### src/rtl/joybus_poll_scheduler.sv
// Time-multiplexes one joybus transceiver over the four controller ports, one command per enabled channel.
// Optional JOYBUS_SCHED_RETRY_EN: retry a channel once after a timeout or transceiver error.
module joybus_poll_scheduler #(
   parameter int unsigned RX_LEN  = 4,
   parameter int unsigned TIMEOUT = 2048,
   parameter int unsigned TO_W    = 12
) (
   input  logic       clk,
   input  logic       reset,
   input  logic       start,
   input  logic [3:0] ch_enable,
   input  logic [7:0] cmd_byte,
   output logic       busy,
   output logic       done,
   output logic [7:0] ch_status,
   output logic       xcvr_req,
   output logic [1:0] xcvr_sel,
   output logic [7:0] xcvr_cmd,
   input  logic       xcvr_ack,
   input  logic       xcvr_rx_valid,
   input  logic [7:0] xcvr_rx_data,
   input  logic       xcvr_done,
   input  logic       xcvr_err,
   output logic       xcvr_abort,
   output logic       res_we,
   output logic [4:0] res_addr,
   output logic [7:0] res_data
);

   typedef enum logic [2:0] {IDLE, SELECT, REQ, WAIT, NEXT, FINISH} state_t;

   state_t          state;
   logic [3:0]      en_q;
   logic [7:0]      cmd_q;
   logic [1:0]      cur;
   logic [3:0]      byte_idx;
   logic [TO_W-1:0] to_cnt;

   logic            take;
   logic [3:0]      rx_count;
   logic [1:0]      done_status;
   logic [2:0]      st_idx;

`ifdef JOYBUS_SCHED_RETRY_EN
   logic            retry;
   logic            retry_now;
`endif

   // A byte arriving with xcvr_done is counted before the short-reply decision.
   always_comb begin
      take     = xcvr_rx_valid && (byte_idx < 4'(RX_LEN));
      rx_count = byte_idx + (take ? 4'd1 : 4'd0);
      st_idx   = {cur, 1'b0};
      if (xcvr_err)
         done_status = 2'b10;
      else if (rx_count < 4'(RX_LEN))
         done_status = 2'b11;
      else
         done_status = 2'b00;
`ifdef JOYBUS_SCHED_RETRY_EN
      retry_now = !retry && en_q[cur] &&
                  ((ch_status[st_idx +: 2] == 2'b01) || (ch_status[st_idx +: 2] == 2'b10));
`endif
   end

   always_ff @(posedge clk) begin
      if (reset) begin
         state      <= IDLE;
         busy       <= 1'b0;
         done       <= 1'b0;
         ch_status  <= 8'h55;
         xcvr_req   <= 1'b0;
         xcvr_sel   <= '0;
         xcvr_cmd   <= '0;
         xcvr_abort <= 1'b0;
         res_we     <= 1'b0;
         res_addr   <= '0;
         res_data   <= '0;
         en_q       <= '0;
         cmd_q      <= '0;
         cur        <= '0;
         byte_idx   <= '0;
         to_cnt     <= '0;
`ifdef JOYBUS_SCHED_RETRY_EN
         retry      <= 1'b0;
`endif
      end else begin
         done       <= 1'b0;
         xcvr_abort <= 1'b0;
         res_we     <= 1'b0;
         case (state)
            IDLE: begin
               if (start) begin
                  en_q  <= ch_enable;
                  cmd_q <= cmd_byte;
                  cur   <= '0;
                  busy  <= 1'b1;
                  state <= SELECT;
`ifdef JOYBUS_SCHED_RETRY_EN
                  retry <= 1'b0;
`endif
               end
            end
            SELECT: begin
               if (en_q[cur]) begin
                  xcvr_req <= 1'b1;
                  xcvr_sel <= cur;
                  xcvr_cmd <= cmd_q;
                  state    <= REQ;
               end else begin
                  ch_status[st_idx +: 2] <= 2'b01;
                  state                  <= NEXT;
               end
            end
            REQ: begin
               if (xcvr_ack) begin
                  xcvr_req <= 1'b0;
                  byte_idx <= '0;
                  to_cnt   <= '0;
                  state    <= WAIT;
               end
            end
            WAIT: begin
               to_cnt <= to_cnt + TO_W'(1);
               if (take) begin
                  res_we   <= 1'b1;
                  res_addr <= {cur, byte_idx[2:0]};
                  res_data <= xcvr_rx_data;
                  byte_idx <= byte_idx + 4'd1;
               end
               if (xcvr_done) begin
                  ch_status[st_idx +: 2] <= done_status;
                  state                  <= NEXT;
               end else if (to_cnt == TO_W'(TIMEOUT - 1)) begin
                  ch_status[st_idx +: 2] <= 2'b01;
                  xcvr_abort             <= 1'b1;
                  state                  <= NEXT;
               end
            end
            NEXT: begin
`ifdef JOYBUS_SCHED_RETRY_EN
               if (retry_now) begin
                  retry    <= 1'b1;
                  xcvr_req <= 1'b1;
                  state    <= REQ;
               end else
`endif
               if (cur == 2'd3) begin
                  done  <= 1'b1;
                  busy  <= 1'b0;
                  state <= FINISH;
               end else begin
                  cur   <= cur + 2'd1;
                  state <= SELECT;
`ifdef JOYBUS_SCHED_RETRY_EN
                  retry <= 1'b0;
`endif
               end
            end
            FINISH: state <= IDLE;
            default: state <= IDLE;
         endcase
      end
   end

endmodule

### config.mk
export PLATFORM = sky130hd
export DESIGN_NAME = joybus_poll_scheduler
export DESIGN_NICKNAME = d
export VERILOG_FILES = /design/src/rtl/joybus_poll_scheduler.sv
export SDC_FILE = /design/constraint.sdc
export NUM_CORES = 1
export LEC_CHECK = 0
export ABC_AREA = 1
export BUFFER_PORTS_ARGS = -buffer_cell sky130_fd_sc_hd__buf_2
export CAP_MARGIN = 5
export CORE_MARGIN = 2
export CORE_UTILIZATION = 40
export DETAILED_ROUTE_END_ITERATION = 12
export SYNTH_ARGS = -nofsm -noshare
export SYNTH_HDL_FRONTEND = slang
export SYNTH_SLANG_ARGS = --single-unit
export TNS_END_PERCENT = 30
### constraint.sdc
create_clock -name clk -period 3.5 [get_ports clk]
set_input_delay 0.7 -clock clk [delete_from_list [all_inputs] [get_ports clk]]
set_output_delay 0.7 -clock clk [all_outputs]
set_load 0.05 [all_outputs]
Word-level counts from Yosys, hierarchy flattened
Cells that the tools add are included.

Register bits after elaboration: 69. Output and inout bits: 36. Word-level logic and storage cells: 97.

Add/sub/neg operators: 5. Magnitude comparators: 3. Equal/unequal tests: 14. Shifts and indexed selects: 3. Mux-type cells: 35. Bitwise operators: 2. Reductions and logical operators: 19.

Operators with widths (number): $mux W8 (3); $pmux W12 S2 (1); $mux W3 (6); $reduce_and A3 Y1 (6); $bwmux W8 (2); $pmux W8 S2 (1); $pmux W3 S5 (1); $ne A2 B2 Y1 const B (7); $add A12 B1 Y12 const B (1); $eq A12 B11 Y1 const B (1); $mux W12 (1); $mux W1 (9); $lt A4 B3 Y1 const B (2); $mux W2 (4); $mux W4 (2); $pmux W4 S2 (1); $reduce_and A2 Y1 (4); $reduce_bool A2 Y1 (4); $shift A2 B5 Y8 const A (1); $shiftx A2 B5 Y8 (1); $shiftx A2 B5 Y8 const A (1); $eq A3 B2 Y1 const B (2); $neg A3 Y5 (1); $add A4 B1 Y4 (1); other kinds (15) (18).

Logic depth before layout (Yosys ltp)
Depth in word-level cells: 11. Depth in mapped cells: 10. Mapped depth without buffers: 10.

Worst setup path after synthesis
No wires, ideal clock.

Path kind: reg-to-reg. Start: reg cur[0]. End: reg ch_status[4]. Library setup time: 62 ps. Data arrival time: 1403 ps. Data required time: 3438 ps. Setup slack: 2034 ps. Cell stages (with the launch flop): 9. Cell sequence: dfxtp_1 inv_2 ha_1 inv_1 nor3_1 nand2_1 o21ai_0 nand3_1 nand3_1.

Longest elaborated chain between the ends: 6. Elaborated cells on any way between the ends: 14.

Ends and longest elaborated chain: from (decl) (line 35) `logic [1:0] cur;`; from (signal assigned) (line 153) `cur <= cur + 2'd1;`; $neg A3 Y5 (line 111, 132, 135); $shiftx A2 B5 Y8 or $shift A2 B5 Y8 (tied branches) (line 111, 135, 132); $bwmux W8 (line 111, 135); $mux W8 (line 134) `end else if (to_cnt == TO_W'(TIMEOUT - 1)) begin`; $mux W8 (line 131) `if (xcvr_done) begin`; $pmux W8 S2 (line 91) `case (state)`; to (signal, indexed assignment) (line 132) `ch_status[st_idx +: 2] <= done_status;`; to (decl) (line 15) `output logic [7:0] ch_status,`.

Several ways; a longest one is shown, not always the timed one. The select of a mux whose other input is x is not followed. A chain may end at the register's enable or synchronous reset.

Final worst setup path
Start: reg state[1]. End: reg res_addr[4].

Longest elaborated chain between the ends: 2.

Ends and longest elaborated chain: from (decl) (line 32) `state_t state;`; from (signal assigned) (line 68) `state <= IDLE;`; from (signal assigned) (line 98) `state <= SELECT;`; from (signal assigned) (line 109) `state <= REQ;`; $eq A3 B2 Y1 (line 91); $reduce_and A2 Y1 (no line); to (signal assigned) (line 127) `res_addr <= {cur, byte_idx[2:0]};`; to (decl) (line 26) `output logic [4:0] res_addr,`.

No other way between the ends.

==> out/results.txt <==
outcome - finished, final reports clean
Worst setup SP type - flip-flop
row count - 32
Yosys warnings - 0
dpl hpwl - 5.213 mm
Leakage - 1.601 nW
grt ovf - 0
Remaining DRCs - 0
DRT antenna net count - 0
Worst VDD drop - 0.0002351 V
Max Cap Viol - 0
Buffers on Ports - 62
Initial Util - 40.71%
CP Max Fanout - 17
Hold Vio Cnt, Final - 0
die footprint - 8461 sq um
Clock Latency Late Sink - 350 ps
Die H - 91.99 um
Yosys top cell by area - dfxtp_1
CP max-delay cell - dfxtp_1
Setup CP Type - reg2reg
critical path cell sequence - nand2_2 -> nor2_4 -> nand3_2 -> clkinv_2 -> o21ai_0 -> a21oi_1
hold_ws - 441.6 ps
Worst Hold Class - reg2reg
crit-path max cell delay - 430 ps
Synth Register Bits - 69
syn_area_per_cell - 7.086 sq um
Max Clock Skew - 11.93 ps
first-pass GRT wire length - 12.21 mm
synthesized instance count - 437
Synth area leaders - dfxtp_1 (45%), nand2_1 (15%), nor2_1 (6.9%)
Routed Wire Length - 7.188 mm
CTS buffer count - 9
total track usage - 17.87%
crit path DAT - 2170 ps
crit end category - flip-flop
Synthesized Nets - 470
CTS max path bufs - 2
fin crit period - 1893 ps
post-synthesis cell area - 3097 sq um
largest net degree at the start of global routing - 40
clk root buf - clkbuf_8
initial antenna violation count - 0
DRT iter0 DRCs - 124
H-tree levels - 3
Synth top area share - 44.61%
wire per inst - 11.92 um
area grow syn2layout - 17.21%
setup_tns - 0 ps
number of inserted diodes - 0
# hold bufs at CTS - 0
Pwr Density - 553.5 nW/um^2
buffer count from post-CTS setup fixing - 0
post_cts resized - 0
Fmax achieved - 528.2 MHz
vias post-DR - 2869
Worst EP required - 3780 ps
drt via density - 4.758
RSZ-0062 raised after global routing - no
post-synthesis sequential area ratio - 44.61%
Die X - 91.99 um
Worst-Margin Slew - 849.3 ps
CTS tree - yes
normalized max-slew margin - 43.32%
Nets - 529
Core Region - 7607 sq um
setup violators final - 0
clock sinks - 69
Ports - 63
layout cell share with drive strength beyond 1 - 18.56%
GPL Wtd Cong - 0.8034
max-slew violations - 0
final worst-path cycle share - 54.09%
number of global-route vias before repair - 2598
DR pass1 iterations - 4
Worst-path clk slew - 80 ps
post-synth cell types - 34
## cell type report
cell class                 count  area [sq um]
inverter                      39         147.6
tap                          102         127.6
sequential                    69          1381
multi-input combinational    314          1479
clock buffer                  10         127.6
clock inverter                 6         48.80
timing repair buffer          63         317.8
fill                         828          3978
## kinds of logic (layout without fill, tap and decap cells)
| family | after synthesis | after routing | share of synthesized area [%] |
|---|---|---|---|
| AOI/OAI and AO/OA | 70 | 70 | 12.36 |
| adders and majority gates | 6 | 6 | 2.424 |
| buffers and inverters | 54 | 118 | 7.636 |
| DFF | 69 | 69 | 44.61 |
| and+or+nand+nor | 238 | 238 | 32.97 |
## placed cells by master, fill, tap and decap left out
master	synthesis	routed
o21ai_0	20	20
clkinv_4	0	2
nand2_2	2	2
a32oi_1	1	1
nor3_1	7	7
buf_2	7	62
o21bai_1	1	1
a211oi_1	1	1
nand3_2	2	2
clkbuf_8	0	9
o21ai_1	1	1
nand4_1	7	7
clkinvlp_4	0	3
or2_2	1	1
buf_4	0	1
dfxtp_1	69	69
clkinv_2	1	1
nand3_1	33	33
ha_1	6	6
and3_1	1	1
a31o_2	1	1
a21oi_1	39	39
nand3b_1	1	1
nand2_4	1	1
nor2_4	2	2
nor2_1	57	57
nor4_1	1	1
nor3b_1	1	1
a211oi_2	1	1
inv_1	36	36
inv_2	2	2
inv_6	0	1
nand2_1	120	120
nor2_2	2	2
clkbuf_1	4	1
a22oi_1	1	1
o31ai_1	4	4
## critical path: cells and delay by family, from the launching register on
kind / cells / cell delay (ps)
AOI/OAI and AO/OA: 2 / 270
and+or+nand+nor: 3 / 820
DFF: 1 / 430
buffers and inverters: 1 / 300
## synth_stat cells
master / number
clkbuf_1: 4
clkbuf_2: 1
a211oi_1: 1
nand3_1: 33
or2_2: 1
inv_2: 2
a21oi_1: 39
nand2_4: 1
nor2_1: 57
a22oi_1: 1
o21ai_0: 20
buf_2: 7
a31o_2: 1
a211oi_2: 1
o21ai_1: 1
inv_1: 36
nor2_2: 2
nand4_1: 7
nand2_1: 120
clkinv_2: 1
dfxtp_1: 69
and3_1: 1
o31ai_1: 4
a32oi_1: 1
ha_1: 6
buf_6: 3
nor3_1: 7
o21bai_1: 1
nand2_2: 2
nor4_1: 1
nand3b_1: 1
nor2_4: 2
nand3_2: 2
nor3b_1: 1
## through the flow
stage | cell area, sq um | worst slack, ps | total power, mW | std cells | utilization (%)
floorplan | 3097 | 2034 | 1.323 | 437 | -
global placement | 3453 | 1442 | 1.439 | 587 | 45.39
finish | 3630 | 1607 | 2.009 | 603 | 47.71
detailed placement | 3453 | 1422 | 1.444 | 587 | 45.39
global route | 3630 | 1366 | 2.141 | 603 | 47.71
CTS | 3630 | 1591 | 2.028 | 603 | 47.71
## power by group
part | internal, mW | switching [mW] | total [mW]
Sequential | 0.855 | 0.0567 | 0.912
Combinational | 0.140 | 0.372 | 0.513
Clock | 0.262 | 0.323 | 0.585
## sequential cells by signal, indices dropped and copies added, names as in the netlist, 2 cells and up
name,cells
xcvr_cmd,8
state,3
xcvr_sel,2
res_data,8
to_cnt,12
ch_status,8
en_q,4
res_addr,5
cmd_q,8
byte_idx,4
cur,2
## worst paths after layout
| kind | startpoint | to | slack (ps) | cells past startpoint |
|---|---|---|---|---|
| worst max register to register | state[1]$_SDFFE_PP0P_ | res_addr[4]$_SDFFE_PP0P_ | 1610 | 6 |
| worst min-delay path | res_addr[2]$_SDFFE_PP0P_ | res_addr[2]$_SDFFE_PP0P_ | 440 | 2 |
| worst min register to register | res_addr[2]$_SDFFE_PP0P_ | res_addr[2]$_SDFFE_PP0P_ | 440 | 2 |
| worst max-delay path | state[1]$_SDFFE_PP0P_ | res_addr[4]$_SDFFE_PP0P_ | 1610 | 6 |
## routing by layer
metal	wire length [um]	GRT usage (%)
met1	3587	25.04
met2	3128	26.29
met5	0	0
met4	71	7.090
met3	401	4.519
(Power assumes the default switching activity.)
